--- config.mk ---
export PLATFORM = sky130hd
export DESIGN_NAME = ph_rmw_port
export DESIGN_NICKNAME = d
export VERILOG_FILES = /design/src/rtl/ph_rmw_port_pkg.sv /design/src/rtl/ph_rmw_port_addr_calc.sv /design/src/rtl/ph_rmw_port.sv
export SDC_FILE = /design/constraint.sdc
export NUM_CORES = 1
export LEC_CHECK = 0
export BUFFER_PORTS_ARGS = -buffer_cell sky130_fd_sc_hd__buf_4
export CAP_MARGIN = 20
export CORE_MARGIN = 1
export CORE_UTILIZATION = 38
export DETAILED_ROUTE_END_ITERATION = 10
export SLEW_MARGIN = 20
export SYNTH_ARGS = -nofsm -noshare
export SYNTH_HDL_FRONTEND = slang
export SYNTH_SLANG_ARGS = --single-unit
--- constraint.sdc ---
create_clock -name clk -period 7 [get_ports clk]
set_input_delay 1.05 -clock clk [delete_from_list [all_inputs] [get_ports clk]]
set_output_delay 1.05 -clock clk [all_outputs]
set_load 0.05 [all_outputs]
--- src/rtl/ph_rmw_port_pkg.sv ---
// rtl/ph_rmw_port_pkg.sv - shared ant-colony package: step codes, port states, address-width helper
//
// Purpose : types and helpers shared by the pheromone RMW port and by agents
//           that reuse the target/address calculator.
// Contents: step_e  - move encoding (+x, -x, +y, -y)
//           state_e - RMW port states
//           addr_w  - address width for a square map of side map_len

package ph_rmw_port_pkg;

   typedef enum logic [1:0] {
      STEP_PX = 2'd0,
      STEP_NX = 2'd1,
      STEP_PY = 2'd2,
      STEP_NY = 2'd3
   } step_e;

   typedef enum logic [2:0] {
      ST_IDLE = 3'd0,
      ST_RD   = 3'd1,
      ST_WR   = 3'd2,
      ST_SOLV = 3'd3,
      ST_FIN  = 3'd4
   } state_e;

   // Width needed to address every cell of a map_len x map_len map.
   function automatic int addr_w(input int map_len);
      int cells;
      cells = map_len * map_len;
      return (cells <= 2) ? 1 : $clog2(cells);
   endfunction

endpackage

--- src/rtl/ph_rmw_port_addr_calc.sv ---
// rtl/ph_rmw_port_addr_calc.sv - combinational target cell and linear address from position and step
//
// Purpose : moves {y,x} one cell in the direction given by step, flags the
//           target as off-map when either coordinate leaves [0, MAP_LEN),
//           and forms the row-major address ty*MAP_LEN+tx.
// Ports   : pos  in  2*POS_ADDR  agent position {y,x}
//           step in  2           move code (step_e)
//           addr out AW          target address, zero when off-map
//           oob  out 1           target lies outside the map

module ph_addr_calc
   import ph_rmw_port_pkg::*;
#(
   parameter int POS_ADDR = 4,
   parameter int MAP_LEN  = 10,
   parameter int AW       = addr_w(MAP_LEN)
)
(
   input  logic [2*POS_ADDR-1:0] pos,
   input  logic [1:0]            step,
   output logic [AW-1:0]         addr,
   output logic                  oob
);

   // Two extra bits: one for x+1 overflowing POS_ADDR, one so that 0-1
   // wraps to a huge unsigned value and fails the same bound check.
   localparam int             CW    = POS_ADDR + 2;
   localparam logic [CW-1:0]  LEN_C = CW'(MAP_LEN);

   logic [CW-1:0] x_ext;
   logic [CW-1:0] y_ext;
   logic [CW-1:0] tx;
   logic [CW-1:0] ty;

   always_comb begin
      x_ext = {2'b00, pos[POS_ADDR-1:0]};
      y_ext = {2'b00, pos[2*POS_ADDR-1:POS_ADDR]};
      tx    = x_ext;
      ty    = y_ext;
      case (step_e'(step))
         STEP_PX: tx = x_ext + CW'(1);
         STEP_NX: tx = x_ext - CW'(1);
         STEP_PY: ty = y_ext + CW'(1);
         STEP_NY: ty = y_ext - CW'(1);
         default: begin
            tx = x_ext;
            ty = y_ext;
         end
      endcase

      // Unsigned compare also catches the -1 wrap.
      oob = (tx >= LEN_C) || (ty >= LEN_C);

      // In-map addresses always fit in AW bits, so modulo-2^AW math is exact.
      if (oob) begin
         addr = '0;
      end else begin
         addr = AW'(ty) * AW'(MAP_LEN) + AW'(tx);
      end
   end

endmodule

--- src/rtl/ph_rmw_port.sv ---
// rtl/ph_rmw_port.sv - pheromone read-modify-write port for one granted agent
//
// Purpose : on a start pulse, latches the agent's position, move and solved
//           flag, then either deposits pheromone on the target cell
//           (read, saturating add, write) or, for a solved agent, marks the
//           target cell with PH_MAX. Off-map targets touch no memory.
// Ports   : clk        in   rising-edge clock
//           rst        in   synchronous active-high reset
//           start      in   one-cycle grant pulse, honoured only when idle
//           pos        in   agent position {y,x}
//           step       in   move code (step_e)
//           solved     in   granted agent has reached the goal
//           mem_addr   out  pheromone RAM address
//           mem_re     out  read strobe (data returns the next cycle)
//           mem_we     out  write strobe
//           mem_wdata  out  write data
//           mem_rdata  in   read data, valid one cycle after mem_re
//           busy       out  transaction in progress
//           done       out  one-cycle completion pulse
//           oob        out  target was off-map, valid with done

module ph_rmw_port
   import ph_rmw_port_pkg::*;
#(
   parameter int POS_ADDR = 4,
   parameter int MAP_LEN  = 10,
   parameter int PH_W     = 8,
   parameter int DEPOSIT  = 4,
   parameter int PH_MAX   = 2**PH_W - 1
)
(
   input  logic                         clk,
   input  logic                         rst,
   input  logic                         start,
   input  logic [2*POS_ADDR-1:0]        pos,
   input  logic [1:0]                   step,
   input  logic                         solved,
   output logic [addr_w(MAP_LEN)-1:0]   mem_addr,
   output logic                         mem_re,
   output logic                         mem_we,
   output logic [PH_W-1:0]              mem_wdata,
   input  logic [PH_W-1:0]              mem_rdata,
   output logic                         busy,
   output logic                         done,
   output logic                         oob
);

   localparam int              AW       = addr_w(MAP_LEN);
   localparam logic [PH_W-1:0] PH_MAX_C = PH_W'(PH_MAX);

   state_e                state_q;
   logic [2*POS_ADDR-1:0] pos_q;
   logic [1:0]            step_q;
   logic                  solved_q;
   logic [AW-1:0]         mem_addr_q;
   logic                  mem_re_q;
   logic                  mem_we_q;
   logic                  done_q;
   logic                  oob_q;
   logic                  oob_hold_q;

   logic [2*POS_ADDR-1:0] calc_pos_d;
   logic [1:0]            calc_step_d;
   logic [AW-1:0]         calc_addr;
   logic                  calc_oob;
   logic [PH_W:0]         sum_d;

   // While idle the calculator looks at the live inputs so the first strobe
   // can be registered on the start edge; afterwards it sees the latched copy.
   assign calc_pos_d  = (state_q == ST_IDLE) ? pos  : pos_q;
   assign calc_step_d = (state_q == ST_IDLE) ? step : step_q;

   ph_addr_calc #(
      .POS_ADDR (POS_ADDR),
      .MAP_LEN  (MAP_LEN),
      .AW       (AW)
   ) u_addr_calc (
      .pos  (calc_pos_d),
      .step (calc_step_d),
      .addr (calc_addr),
      .oob  (calc_oob)
   );

   always_ff @(posedge clk) begin
      if (rst) begin
         state_q    <= ST_IDLE;
         pos_q      <= '0;
         step_q     <= '0;
         solved_q   <= 1'b0;
         mem_addr_q <= '0;
         mem_re_q   <= 1'b0;
         mem_we_q   <= 1'b0;
         done_q     <= 1'b0;
         oob_q      <= 1'b0;
         oob_hold_q <= 1'b0;
      end else begin
         case (state_q)
            ST_IDLE: begin
               if (start) begin
                  pos_q      <= pos;
                  step_q     <= step;
                  solved_q   <= solved;
                  oob_hold_q <= calc_oob;
                  mem_addr_q <= calc_addr;
                  if (calc_oob) begin
                     // Off-map: spend the strobe slot with nothing driven so
                     // the done timing matches the solved path.
                     state_q <= ST_SOLV;
                  end else if (solved) begin
                     state_q  <= ST_SOLV;
                     mem_we_q <= 1'b1;
                  end else begin
                     state_q  <= ST_RD;
                     mem_re_q <= 1'b1;
                  end
               end
            end
            ST_RD: begin
               mem_re_q <= 1'b0;
               mem_we_q <= 1'b1;
               state_q  <= ST_WR;
            end
            ST_WR, ST_SOLV: begin
               mem_we_q   <= 1'b0;
               mem_addr_q <= '0;
               done_q     <= 1'b1;
               oob_q      <= oob_hold_q;
               state_q    <= ST_FIN;
            end
            ST_FIN: begin
               done_q  <= 1'b0;
               oob_q   <= 1'b0;
               state_q <= ST_IDLE;
            end
            default: begin
               mem_re_q <= 1'b0;
               mem_we_q <= 1'b0;
               done_q   <= 1'b0;
               oob_q    <= 1'b0;
               state_q  <= ST_IDLE;
            end
         endcase
      end
   end

   // One extra bit keeps the carry so saturation is detected rather than wrapped.
   assign sum_d = {1'b0, mem_rdata} + (PH_W+1)'(DEPOSIT);

   // Write data depends on read data that only arrives in the WR cycle, so it
   // is formed combinationally and forced to zero whenever no write is driven.
   always_comb begin
      mem_wdata = '0;
      if (mem_we_q) begin
         if (solved_q) begin
            mem_wdata = PH_MAX_C;
         end else if (sum_d > {1'b0, PH_MAX_C}) begin
            mem_wdata = PH_MAX_C;
         end else begin
            mem_wdata = sum_d[PH_W-1:0];
         end
      end
   end

   assign mem_addr = mem_addr_q;
   assign mem_re   = mem_re_q;
   assign mem_we   = mem_we_q;
   assign done     = done_q;
   assign oob      = oob_q;
   assign busy     = (state_q != ST_IDLE);

endmodule

==> metrics.log, run 1 <==
[metrics] vias in the first global route: 1,820
[metrics] IO Port Bufs: 41
[metrics] beginning of the worst register-to-register path: state_q[2]
[metrics] clock tree root driver cell: sky130_fd_sc_hd__clkbuf_8
[metrics] post-CTS repair timing setup buffer count: 0
[metrics] number of standard cells in the layout, taps in and fillers out: 367
[metrics] Achievable Freq: 209 MHz
[metrics] cells along the critical path: nor3_4, mux2i_1, inv_1, ha_1, mux2_1, nand3_1, or3b_1, and2_1, ha_1, inv_1, fa_1, inv_1, ha_1, a21oi_1, xnor3_1, o21a_1, a22oi_1
[metrics] largest stage delay on the critical path: 580 ps
[metrics] Worst Reg-to-Reg Cells: 17
[metrics] number of antenna-violating nets in the routed design: 0
[metrics] area overhead of the layout relative to synthesis: 19.0%
[metrics] core region area: 5510 um^2
[metrics] critical register-to-register path endpoint: mem_addr[6]
[metrics] cell with the largest stage delay on the worst path: sky130_fd_sc_hd__nor3_4
[metrics] clk_lat worst skew: 290 ps
[metrics] Core Rows: 27
[metrics] sw power: 0.000313 W
[metrics] # H-tree levels: 1
[metrics] data required time at the worst endpoint: 7220 ps
[metrics] final non-filler cell area: 2590 um^2
[metrics] Chip Width: 77.7 um
[metrics] Die Footprint: 6040 um^2
[metrics] Filler cells: 582
[metrics] max-cap check violation count: 0
[metrics] switching share of total power: 0.433
[metrics] worst relative slew slack: 0.461
[metrics] Num Clock Sinks: 26
[metrics] Crit Path Class: flop to flop
[metrics] DPL Wire Length: 4010 um
[metrics] power density cells: 278 nW/um^2
[metrics] prevailing post-synth register cell: sky130_fd_sc_hd__dfxtp_1
[metrics] height of the die: 77.7 um
[metrics] maximum number of pins on one net before global-route repair: 22
[metrics] setup repair after global routing missed its margin: no
[metrics] distinct cell type count of the synthesized netlist: 55
[metrics] number of storage elements in the synthesis netlist: 26
[metrics] placed cell count: 363
[metrics] Tmin final: 4780 ps
[metrics] number of top-level pins: 42
[metrics] count of final hold-check violations: 0
[metrics] Seq/Total Area, Yosys: 0.239
[metrics] remaining design rule violation count: 0
[metrics] wire per inst: 14.5 um
[metrics] ant diodes: 0
[metrics] internal power summed over all cells: 0.000409 W
[metrics] ys async rst share: 0
[metrics] Setup Slack @ Placement: 2170 ps
[metrics] Max rail drop VDD: 0.0920 mV
[metrics] signal arrival time at the worst endpoint: 5000 ps
[metrics] number of warning messages in the yosys log: 0
[metrics] initial antenna violation count: 0
[metrics] Avg Vias per Cell: 5.44
[metrics] number of design-rule violations left by the first detailed-router iteration: 89
[metrics] commonest non-fill, non-tap cell in the layout: sky130_fd_sc_hd__buf_4
[metrics] DRT Pass-1 Iters: 4
[metrics] TritonCTS clock tree: yes
[metrics] leakage dissipation: 1.10 nW
[metrics] syn nets: 302
[metrics] run status: finished clean
[metrics] count of nets after finishing: 335
[metrics] Synth Instances: 263
[metrics] slack of the worst reg-to-reg path: 2220 ps
[metrics] worst setup path endpoint: mem_addr[6]
[metrics] clock transition at the register clock pins on the worst setup and hold paths after CTS: 110 ps
[metrics] Critical Path Fanout Max: 13
[metrics] worst slew pin tran: 803 ps
[metrics] first-pass GRT wire length: 8980 um
[metrics] Clock Skews: 10.7 ps
[metrics] final setup fails: 0
[metrics] overall overflow remaining after global route: 0
[metrics] CTS hold repair buffers: 0
[metrics] portion of total power attributed to the clock network: 0.184
[metrics] most frequent cells in the layout: 41 x sky130_fd_sc_hd__buf_4, 32 x sky130_fd_sc_hd__nand2_1, 26 x sky130_fd_sc_hd__dfxtp_1, 20 x sky130_fd_sc_hd__a21oi_1, 17 x sky130_fd_sc_hd__inv_1
[metrics] Worst Hold Class: flop to flop
[metrics] initial core utilization: 0.396
[metrics] beginning of the critical path: state_q[2]
[metrics] Cell Area, Synth: 2180 um^2
[metrics] fraction of layout cells with a size suffix above 1: 0.197
[metrics] part of the power in registers: 0.265
[metrics] total count of max-transition violations in the final report: 0
[metrics] total negative slack for setup checks: 0 ps
[metrics] total via count in the routed design: 1,997
[metrics] CTS buffer count: 3
[metrics] fin crit share: 0.683
[metrics] area of the multi-input gates: 1540 um^2
[metrics] global router's overall resource usage: 0.186
[metrics] type of element launching the critical path: flop
[metrics] combinational share of power: 0.551
[metrics] EDFF count, synth: 0
[metrics] Clock Tree Buf Depth: 2
[metrics] endpoint type of the worst setup path: flop
[metrics] Total Wirelength: 5320 um
[metrics] total area of sequential cells: 520 um^2
[metrics] quantity of gates resized following cts: 0
[metrics] routability cong.: 0.872
[metrics] Avg Inst Size Synth: 8.28 um^2
[metrics] setup ws final: 2220 ps
[metrics] post-placement cell area: 2520 um^2
[how the worst min path moves through the flow]
| stage | startpoint | endpoint | slack (ps) | cells after the start |
|---|---|---|---|---|
| 6_report | mem_addr[5] | mem_addr[5] | 480 | 1 |
| 5_1_grt | solved_q | solved_q | 490 | 2 |
| 4_1_cts | solved_q | solved_q | 480 | 2 |
| 3_5_place_dp | mem_addr[5] | mem_addr[5] | 460 | 1 |
| 3_3_place_gp | mem_addr[3] | mem_addr[3] | 450 | 1 |
| 2_1_floorplan | solved_q | solved_q | 440 | 2 |
[sequential cells by signal (all words and copies together), names as in the netlist]
register    count
mem_addr        7
solved_q        1
state_q         3
mem_re          1
mem_we          1
pos_q           8
done            1
oob_hold_q      1
oob             1
step_q          2
[worst max-delay path, delay by kind of cell, from the launching register on]
family	cells	cell delay [ps]
buffers and inverters	3	170
and+or+nand+nor	4	1220
xor gates and xnor gates	1	420
adders and majority gates	4	1300
AOI/OAI and AO/OA	3	450
muxes	2	710
DFF	1	440
[cell type report]
class | instances | share of cell area
inverter | 18 | 0.0261
tap | 72 | 0.0347
sequential | 26 | 0.201
multi-input combinational | 206 | 0.592
clock inverter | 1 | 0.0116
timing repair buffer | 41 | 0.119
clock buffer | 3 | 0.0159
[power by group through the flow]
| stage | logic [W] | registers [W] | clock network [W] |
|---|---|---|---|
| 3_5_place_dp | 0.000397 | 0.000195 | 0 |
| 4_1_cts | 0.000400 | 0.000192 | 0.000137 |
| 6_report | 0.000398 | 0.000191 | 0.000133 |
| 2_1_floorplan | 0.000273 | 0.000222 | 0 |
| 3_3_place_gp | 0.000397 | 0.000194 | 0 |
| 5_1_grt | 0.000438 | 0.000195 | 0.000140 |
[synth_stat cells (3+ instances only)]
cell / instances / area share
sky130_fd_sc_hd__nor3_1: 6 / 0.014
sky130_fd_sc_hd__xor2_1: 6 / 0.024
sky130_fd_sc_hd__dfxtp_1: 26 / 0.24
sky130_fd_sc_hd__a21oi_1: 20 / 0.046
sky130_fd_sc_hd__nor2_1: 9 / 0.016
sky130_fd_sc_hd__nand2_1: 32 / 0.055
sky130_fd_sc_hd__a32o_1: 6 / 0.028
sky130_fd_sc_hd__and2_1: 3 / 0.0086
sky130_fd_sc_hd__inv_1: 17 / 0.029
sky130_fd_sc_hd__mux2_2: 4 / 0.021
sky130_fd_sc_hd__nor3b_1: 5 / 0.017
sky130_fd_sc_hd__a22oi_1: 3 / 0.010
sky130_fd_sc_hd__buf_2: 5 / 0.011
sky130_fd_sc_hd__ha_1: 15 / 0.086
sky130_fd_sc_hd__nand3_1: 9 / 0.021
sky130_fd_sc_hd__nand3b_1: 5 / 0.017
sky130_fd_sc_hd__a21boi_0: 9 / 0.031
sky130_fd_sc_hd__mux2i_1: 10 / 0.046
sky130_fd_sc_hd__clkbuf_1: 6 / 0.010
sky130_fd_sc_hd__xnor2_1: 10 / 0.040
sky130_fd_sc_hd__o21ai_0: 8 / 0.018
[metrics by stage]
stage,util,hold slack [ps],total power [W]
after CTS,0.471,480,0.000728
after detailed placement,0.458,461,0.000592
after global placement,0.458,452,0.000591
after global routing,0.471,491,0.000773
after floorplan,-,436,0.000495
final,0.471,478,0.000722
[cell families after synthesis]
kind of cell    share of synthesized area
mux                                0.0839
fa+ha+maj                           0.105
xor+xnor                           0.0747
flops                               0.239
compound gates                      0.217
buf+inv                            0.0563
simple gates                        0.225
[metal layers]
metal | track usage | share of wire | vias to the layer above
met2 | 0.279 | 0.45 | 26
met5 | 0 | 0 | -
li1 | - | - | 1019
met3 | 0.0259 | 0.021 | 5
met4 | 0.0528 | 0.0096 | 0
met1 | 0.275 | 0.52 | 947
Note: power is estimated with default switching activity, not from simulation.
==> inputs of run 2 (changes only) <==
- ABC_AREA: default -> 1
- clock period: 7 -> 4.47 ns (I/O delays scaled with it)
==> metrics.log, run 2 <==
[metrics] run status: finished clean
[metrics] count of final hold-check violations: 0 (unchanged)
[metrics] library cell with the highest instance count after synthesis: sky130_fd_sc_hd__nand2_1
[metrics] number of cells traversed by the worst hold path: 2 (+1)
[metrics] count of nets after finishing: 417 (+24%)
[metrics] overall overflow remaining after global route: 0 (unchanged)
[metrics] ys async rst share: 0 (unchanged)
[metrics] clock tree root driver cell: sky130_fd_sc_hd__clkbuf_8
[metrics] core occupancy in the finished layout: 0.467 (-0.00423)
[metrics] final setup fails: 0 (unchanged)
[metrics] core region area: 6030 um^2 (+9.4%)
[metrics] fraction of layout cells with a size suffix above 1: 0.294 (+0.0978)
[metrics] Avg Vias per Cell: 4.79 (-12%)
[metrics] ant diodes: 0 (unchanged)
[metrics] Seq/Total Area, Yosys: 0.216 (-0.0226)
[metrics] quantity of gates resized following cts: 0 (unchanged)
[metrics] # H-tree levels: 1 (unchanged)
[metrics] CTS buffer count: 3 (unchanged)
[metrics] worst path bufs/invs: 6 (+3)
[metrics] commonest non-fill, non-tap cell in the layout: sky130_fd_sc_hd__nand2_1
[metrics] Critical Path Fanout Max: 18 (+5)
[metrics] data required time at the worst endpoint: 4680 ps (-2540 ps)
[metrics] Clock Skews: 12.2 ps (+1.51 ps)
[metrics] endpoint type of the worst setup path: flop
[metrics] largest stage delay on the critical path: 470 ps (-110 ps)
[metrics] Worst Reg-to-Reg Cells: 24 (+7)
[metrics] routability cong.: 0.893 (+2.4%)
[metrics] Achievable Freq: 263 MHz (+26%)
[metrics] global router's overall resource usage: 0.173 (-0.0137)
[metrics] distinct cell type count of the synthesized netlist: 38 (-31%)
[metrics] portion of total power attributed to the clock network: 0.083 (-0.101)
[metrics] remaining design rule violation count: 0 (unchanged)
[metrics] DRT Pass-1 Iters: 4 (unchanged)
[metrics] number of design-rule violations left by the first detailed-router iteration: 103 (+16%)
[metrics] number of antenna-violating nets in the routed design: 0 (unchanged)
[metrics] signal arrival time at the worst endpoint: 4010 ps (-990 ps)
[metrics] syn nets: 378 (+25%)
[metrics] number of storage elements in the synthesis netlist: 26 (unchanged)
[metrics] type of element launching the critical path: flop
[metrics] Chip Width: 81.6 um (+5.0%)
[metrics] largest area contributor in the netlist: sky130_fd_sc_hd__dfxtp_1
[metrics] switching share of total power: 0.548 (+0.115)
[metrics] number of top-level pins: 42 (unchanged)
[metrics] Crit. path cell count: 24 (+7)
[metrics] kind of cell adding the most delay to the critical path: adder cells
[metrics] post-CTS repair timing setup buffer count: 0 (unchanged)
[metrics] clk_lat worst skew: 280 ps (about the same)
[metrics] Die Footprint: 6650 um^2 (+10%)
[metrics] vias in the first global route: 2,025 (+11%)
[metrics] area overhead of the layout relative to synthesis: 16.8%
[metrics] combinational share of power: 0.744 (+0.193)
[metrics] Core Rows: 28 (+3.7%)
[metrics] Cell Area, Synth: 2410 um^2 (+10%)
[metrics] beginning of the worst register-to-register path: state_q[2]
[metrics] Area contributors post-synth: sky130_fd_sc_hd__dfxtp_1 22%, sky130_fd_sc_hd__nand2_1 10%, sky130_fd_sc_hd__inv_1 9.8%
[metrics] cell with the largest stage delay on the worst path: sky130_fd_sc_hd__fa_1
[metrics] CTS hold repair buffers: 0 (unchanged)
[metrics] worst slew pin tran: 496 ps (-307 ps)
[metrics] total via count in the routed design: 2,163 (+8.3%)
[metrics] Worst Hold Class: flop to flop
[metrics] TritonCTS clock tree: yes
[metrics] Clock Tree Buf Depth: 2 (unchanged)
[metrics] Tmin final: 3800 ps (-979 ps)
[metrics] total count of max-transition violations in the final report: 0 (unchanged)
[metrics] clock transition at the register clock pins on the worst setup and hold paths after CTS: 100 ps (about the same)
[metrics] internal power summed over all cells: 0.000842 W (+110%)
[metrics] WHS: 448 ps (-30.3 ps)
[metrics] Num Clock Sinks: 26 (unchanged)
[metrics] wire per inst: 11.5 um (-21%)
[metrics] first-pass GRT wire length: 8960 um (-0.14%)
[metrics] maximum number of pins on one net before global-route repair: 19 (-14%)
[metrics] EDFF count, synth: 0 (unchanged)
[metrics] critical register-to-register path endpoint: mem_addr[6]
[metrics] initial core utilization: 0.399 (+0.00370)
[metrics] total power consumption of the routed design: 0.00186 W (+160%)
[metrics] power density cells: 662 nW/um^2 (+140%)
[metrics] Avg Inst Size Synth: 7.10 um^2 (-14%)
[metrics] Crit Path Class: flop to flop
[metrics] Top reg by flops: pos_q
[metrics] part of the power in registers: 0.174 (-0.091)
[metrics] leakage dissipation: 1.49 nW (+36%)
[metrics] sw power: 0.00102 W (+230%)
[metrics] fin crit share: 0.851 (+0.168)
[metrics] max-cap check violation count: 0 (unchanged)
[metrics] Largest register FFs: 8 (unchanged)
[metrics] DPL Wire Length: 4280 um (+6.7%)
[metrics] total negative slack for setup checks: 0 ps (unchanged)
[metrics] Total Wirelength: 5210 um (-2.1%)
[metrics] cell seen most often among critical-path stages: sky130_fd_sc_hd__nand2_1
[metrics] worst-case hold path end point: mem_re
[metrics] height of the die: 81.6 um (+5.0%)
[metrics] area share of the largest cell type after synthesis: 0.216 (-0.0226)
[metrics] Max rail drop VDD: 0.319 mV (+250%)
[metrics] slack of the worst reg-to-reg path: 670 ps (-1550 ps)
[metrics] Synth Instances: 339 (+29%)
[metrics] initial antenna violation count: 0 (unchanged)
[metrics] setup repair after global routing missed its margin: no
[metrics] Worst Min Path Start: mem_re
[metrics] number of warning messages in the yosys log: 0 (unchanged)
[metrics] worst relative slew slack: 0.669 (+0.208)
[metrics] most instantiated cells after synthesis: 67 x sky130_fd_sc_hd__nand2_1, 63 x sky130_fd_sc_hd__inv_1, 26 x sky130_fd_sc_hd__dfxtp_1
[metrics] cells along the critical path: inv_2, nand2_4, nand2_1, nand2_2, ha_1, nand3b_1, nand2_1, inv_1, nand2_1, inv_1, ha_1, ha_1, inv_1, fa_1, inv_1, ha_1, a21oi_1, nand3b_1, nand2_1, nand2_1, nand2_1, inv_1, nand2_2, a21oi_2
[metrics] most frequent cells in the layout: 67 x sky130_fd_sc_hd__nand2_1, 63 x sky130_fd_sc_hd__inv_1, 42 x sky130_fd_sc_hd__buf_4, 26 x sky130_fd_sc_hd__dfxtp_1, 25 x sky130_fd_sc_hd__nand3_1
[metrics] IO Port Bufs: 41 (unchanged)
[metrics] prevailing post-synth register cell: sky130_fd_sc_hd__dfxtp_1
[run 2: cell count changes in the layout (fill, tap and decap cells not counted), sizes merged, moves of 9 or more]
cell	delta
nand2	+64
inv	+50
nand3	+27
nor2	+16
mux2i	-10
a21boi	-9
o21ai	+9
[run 2: power groups by stage]
stage | combinational (W) | sequential [W] | clock [W]
global placement | 0.00139 | 0.000330 | 0
floorplan | 0.00102 | 0.000432 | 0
finish | 0.00138 | 0.000323 | 0.000154
detailed placement | 0.00140 | 0.000330 | 0
global route | 0.00156 | 0.000332 | 0.000168
CTS | 0.00140 | 0.000324 | 0.000159
[run 2: worst max path at each step]
stage | start | endpoint
after CTS | state_q[2] | mem_addr[6]
after floorplan | pos[4] | mem_addr[6]
after global placement | state_q[2] | mem_addr[6]
after detailed placement | state_q[2] | mem_addr[6]
final | state_q[2] | mem_addr[6]
after global routing | state_q[2] | mem_addr[6]
[run 2: cell families (layout without fill, tap and decap cells)]
| kind of cell | count (synthesis) | count (layout) | share of synthesized area |
|---|---|---|---|
| AO/OA/AOI/OAI | 45 | 45 | 0.129 |
| XOR/XNOR | 8 | 8 | 0.0291 |
| adder cells (fa/ha/maj) | 17 | 17 | 0.0946 |
| buffers and inverters | 76 | 114 | 0.131 |
| flip-flops | 26 | 26 | 0.216 |
| AND/OR/NAND/NOR | 167 | 167 | 0.400 |
[run 2: worst reg2reg max path: stages (launching register included)]
cell	delay, ps
sky130_fd_sc_hd__dfxtp_1	340
sky130_fd_sc_hd__inv_2	290
sky130_fd_sc_hd__nand2_4	250
sky130_fd_sc_hd__nand2_1	140
sky130_fd_sc_hd__nand2_2	100
sky130_fd_sc_hd__ha_1	280
sky130_fd_sc_hd__nand3b_1	150
sky130_fd_sc_hd__nand2_1	70
sky130_fd_sc_hd__inv_1	40
sky130_fd_sc_hd__nand2_1	70
sky130_fd_sc_hd__inv_1	80
sky130_fd_sc_hd__ha_1	280
sky130_fd_sc_hd__ha_1	140
sky130_fd_sc_hd__inv_1	40
sky130_fd_sc_hd__fa_1	470
sky130_fd_sc_hd__inv_1	40
sky130_fd_sc_hd__ha_1	290
sky130_fd_sc_hd__a21oi_1	170
sky130_fd_sc_hd__nand3b_1	140
sky130_fd_sc_hd__nand2_1	60
sky130_fd_sc_hd__nand2_1	50
sky130_fd_sc_hd__nand2_1	40
sky130_fd_sc_hd__inv_1	60
sky130_fd_sc_hd__nand2_2	40
sky130_fd_sc_hd__a21oi_2	100
[run 2: routing by layer]
metal  vias to the layer above  share of wire  global-route usage
li1                       1146              -                   -
met1                       970           0.49               0.226
met2                        40           0.46               0.297
met3                         7          0.037              0.0144
met4                         0          0.015              0.0579
met5                         -              0                   0
[run 2: stage by stage]
stage | std cells | instance area (um^2) | worst slack [ps]
6_report | 452 | 2810 | 667
5_1_grt | 452 | 2810 | 275
4_1_cts | 452 | 2810 | 649
3_5_place_dp | 448 | 2760 | 679
3_3_place_gp | 448 | 2760 | 788
2_1_floorplan | 339 | 2410 | 1090
[run 2: area by class of cell]
class | count | area [um^2]
repair buffers | 42 | 315
flip-flops and latches | 26 | 520
inverters | 68 | 255
well taps | 75 | 93.8
clock buffers | 4 | 55.1
fillers | 640 | 3210
multi-input cells | 237 | 1570
==> inputs of run 3 (changes only) <==
- ABC_CLOCK_PERIOD_IN_PS: default -> 4470
- CORE_UTILIZATION: 38 -> 57
- PLACE_DENSITY: default -> 0.81
==> metrics.log, run 3 (synthesis results as in run 2) <==
[metrics] Die Footprint: 4480 um^2 (-33%)
[metrics] routability cong.: 0.807 (-9.6%)
[metrics] Clock Skews: 11.5 ps (-0.722 ps)
[metrics] endpoint type of the worst setup path: flop
[metrics] count of final hold-check violations: 0 (unchanged)
[metrics] final setup fails: 0 (unchanged)
[metrics] kind of cell adding the most delay to the critical path: adder cells
[metrics] DRT Pass-1 Iters: 6 (+2)
[metrics] first-pass GRT wire length: 8670 um (-3.3%)
[metrics] remaining design rule violation count: 0 (unchanged)
[metrics] Core Rows: 23 (-18%)
[metrics] DPL Wire Length: 4270 um (-0.29%)
[metrics] total count of max-transition violations in the final report: 0 (unchanged)
[metrics] commonest non-fill, non-tap cell in the layout: sky130_fd_sc_hd__nand2_1
[metrics] leakage dissipation: 1.50 nW (+0.47%)
[metrics] worst-case hold path end point: mem_re
[metrics] Filler cells: 347 (-46%)
[metrics] number of design-rule violations left by the first detailed-router iteration: 76 (-26%)
[metrics] worst path bufs/invs: 6 (unchanged)
[metrics] most frequent cells in the layout: 67 x sky130_fd_sc_hd__nand2_1, 63 x sky130_fd_sc_hd__inv_1, 42 x sky130_fd_sc_hd__buf_4, 26 x sky130_fd_sc_hd__dfxtp_1, 25 x sky130_fd_sc_hd__nand3_1
[metrics] Chip Width: 67.0 um (-18%)
[metrics] signal arrival time at the worst endpoint: 4040 ps (+30 ps)
[metrics] cell seen most often among critical-path stages: sky130_fd_sc_hd__nand2_1
[metrics] data required time at the worst endpoint: 4680 ps (about the same)
[metrics] area overhead of the layout relative to synthesis: 16.2%
[metrics] Achievable Freq: 261 MHz (-0.67%)
[metrics] worst slew pin tran: 521 ps (+24.8 ps)
[metrics] post-CTS repair timing setup buffer count: 0 (unchanged)
[metrics] Top reg by flops: pos_q
[metrics] vias in the first global route: 2,125 (+4.9%)
[metrics] IO Port Bufs: 41 (unchanged)
[metrics] Avg Vias per Cell: 5.15 (+7.6%)
[metrics] Worst Min Path Start: mem_re
[metrics] Tmin final: 3830 ps (+25.8 ps)
[metrics] ant diodes: 0 (unchanged)
[metrics] TritonCTS clock tree: yes
[metrics] beginning of the worst register-to-register path: state_q[2]
[metrics] Critical Path Fanout Max: 18 (unchanged)
[metrics] critical register-to-register path endpoint: mem_addr[6]
[metrics] Num Clock Sinks: 26 (unchanged)
[metrics] total negative slack for setup checks: 0 ps (unchanged)
[metrics] number of antenna-violating nets in the routed design: 0 (unchanged)
[metrics] Largest register FFs: 8 (unchanged)
[metrics] type of element launching the critical path: flop
[metrics] number of cells traversed by the worst hold path: 2 (unchanged)
[metrics] total power consumption of the routed design: 0.00190 W (+2.2%)
[metrics] wire per inst: 11.8 um (+2.7%)
[metrics] maximum number of pins on one net before global-route repair: 19 (unchanged)
[metrics] initial antenna violation count: 0 (unchanged)
[metrics] Crit Path Class: flop to flop
[metrics] initial core utilization: 0.597 (+0.198)
[metrics] cells along the critical path: inv_2, nand2_4, nand2_1, nand2_2, ha_1, nand3b_1, nand2_1, inv_1, nand2_1, inv_1, ha_1, ha_1, inv_1, fa_1, inv_1, ha_1, a21oi_1, nand3b_1, nand2_1, nand2_1, nand2_1, inv_1, nand2_2, a21oi_2
[metrics] cell with the largest stage delay on the worst path: sky130_fd_sc_hd__fa_1
[metrics] total via count in the routed design: 2,199 (+1.7%)
[metrics] Crit. path cell count: 24 (unchanged)
[metrics] CTS hold repair buffers: 0 (unchanged)
[metrics] Worst Reg-to-Reg Cells: 24 (unchanged)
[metrics] slack of the worst reg-to-reg path: 640 ps (-30 ps)
[metrics] global router's overall resource usage: 0.250 (+0.0771)
[metrics] run status: finished clean
[metrics] Clock Tree Buf Depth: 2 (unchanged)
[metrics] worst relative slew slack: 0.652 (-0.0166)
[metrics] # H-tree levels: 1 (unchanged)
[metrics] quantity of gates resized following cts: 0 (unchanged)
[metrics] height of the die: 67.0 um (-18%)
[metrics] area of the multi-input gates: 1570 um^2 (unchanged)
[metrics] largest stage delay on the critical path: 480 ps (about the same)
[metrics] Max rail drop VDD: 0.442 mV (+38%)
[metrics] count of nets after finishing: 417 (unchanged)
[metrics] placed cell count: 423 (-5.6%)
[metrics] max-cap check violation count: 0 (unchanged)
[metrics] CTS buffer count: 3 (unchanged)
[metrics] number of top-level pins: 42 (unchanged)
[metrics] setup repair after global routing missed its margin: no
[metrics] overall overflow remaining after global route: 0 (unchanged)
[metrics] fin crit share: 0.857 (+0.00578)
[metrics] clock transition at the register clock pins on the worst setup and hold paths after CTS: 100 ps (about the same)
[metrics] number of standard cells in the layout, taps in and fillers out: 427 (-5.5%)
[metrics] fraction of layout cells with a size suffix above 1: 0.294 (unchanged)
[metrics] clk_lat worst skew: 270 ps (about the same)
[metrics] core region area: 4030 um^2 (-33%)
[metrics] Worst Hold Class: flop to flop
[metrics] total area of sequential cells: 520 um^2 (unchanged)
[metrics] clock tree root driver cell: sky130_fd_sc_hd__clkbuf_8
[metrics] Total Wirelength: 5050 um (-3.0%)
[metrics] power density cells: 681 nW/um^2 (+2.8%)
## run 3: cell types whose count changed in the layout (fill, tap and decap cells not counted)
cell	before	now
sky130_fd_sc_hd__clkbuf_8	4	3
sky130_fd_sc_hd__bufinv_16	0	1
## run 3: worst max-delay path by stage
stage                     startpoint           to  slack (ps)
after detailed placement  state_q[2]  mem_addr[6]         690
final                     state_q[2]  mem_addr[6]         640
after global placement    state_q[2]  mem_addr[6]         820
after floorplan               pos[4]  mem_addr[6]        1090
after global routing      state_q[2]  mem_addr[6]         310
after CTS                 state_q[2]  mem_addr[6]         650
## run 3: final cells by class
cell class	count	area share
clock buffers	3	0.0148
clock inverters	1	0.0107
inverters	68	0.0913
multi-input cells	237	0.562
flip-flops and latches	26	0.186
well taps	50	0.0224
repair buffers	42	0.113
## run 3: per-stage QoR
step	area, um^2	util	setup WS [ps]	hold WS (ps)
2_1_floorplan	2410	-	1090	446
4_1_cts	2800	0.694	646	460
6_report	2800	0.694	641	455
3_5_place_dp	2730	0.676	685	444
5_1_grt	2800	0.694	313	474
3_3_place_gp	2730	0.676	819	437
## run 3: worst min-delay path, cell delays in order, from the launching register on
cell and delay (ps):
sky130_fd_sc_hd__dfxtp_1 320, sky130_fd_sc_hd__inv_1 50, sky130_fd_sc_hd__a21oi_1 60
## run 3: layer usage
layer,routed length [um],share of wire,track usage,vias to the layer above
met3,132,0.026,0.0137,11
met2,2450,0.49,0.451,39
met4,105,0.021,0.0851,0
met1,2360,0.47,0.309,999
met5,0,0,0,-
li1,-,-,-,1150
## run 3: report_power, final
part           total, W  internal (W)  switching [W]
logic           0.00139      0.000477       0.000909
registers      0.000324      0.000286      0.0000379
clock network  0.000195      0.000120      0.0000748
total           0.00190      0.000882        0.00102
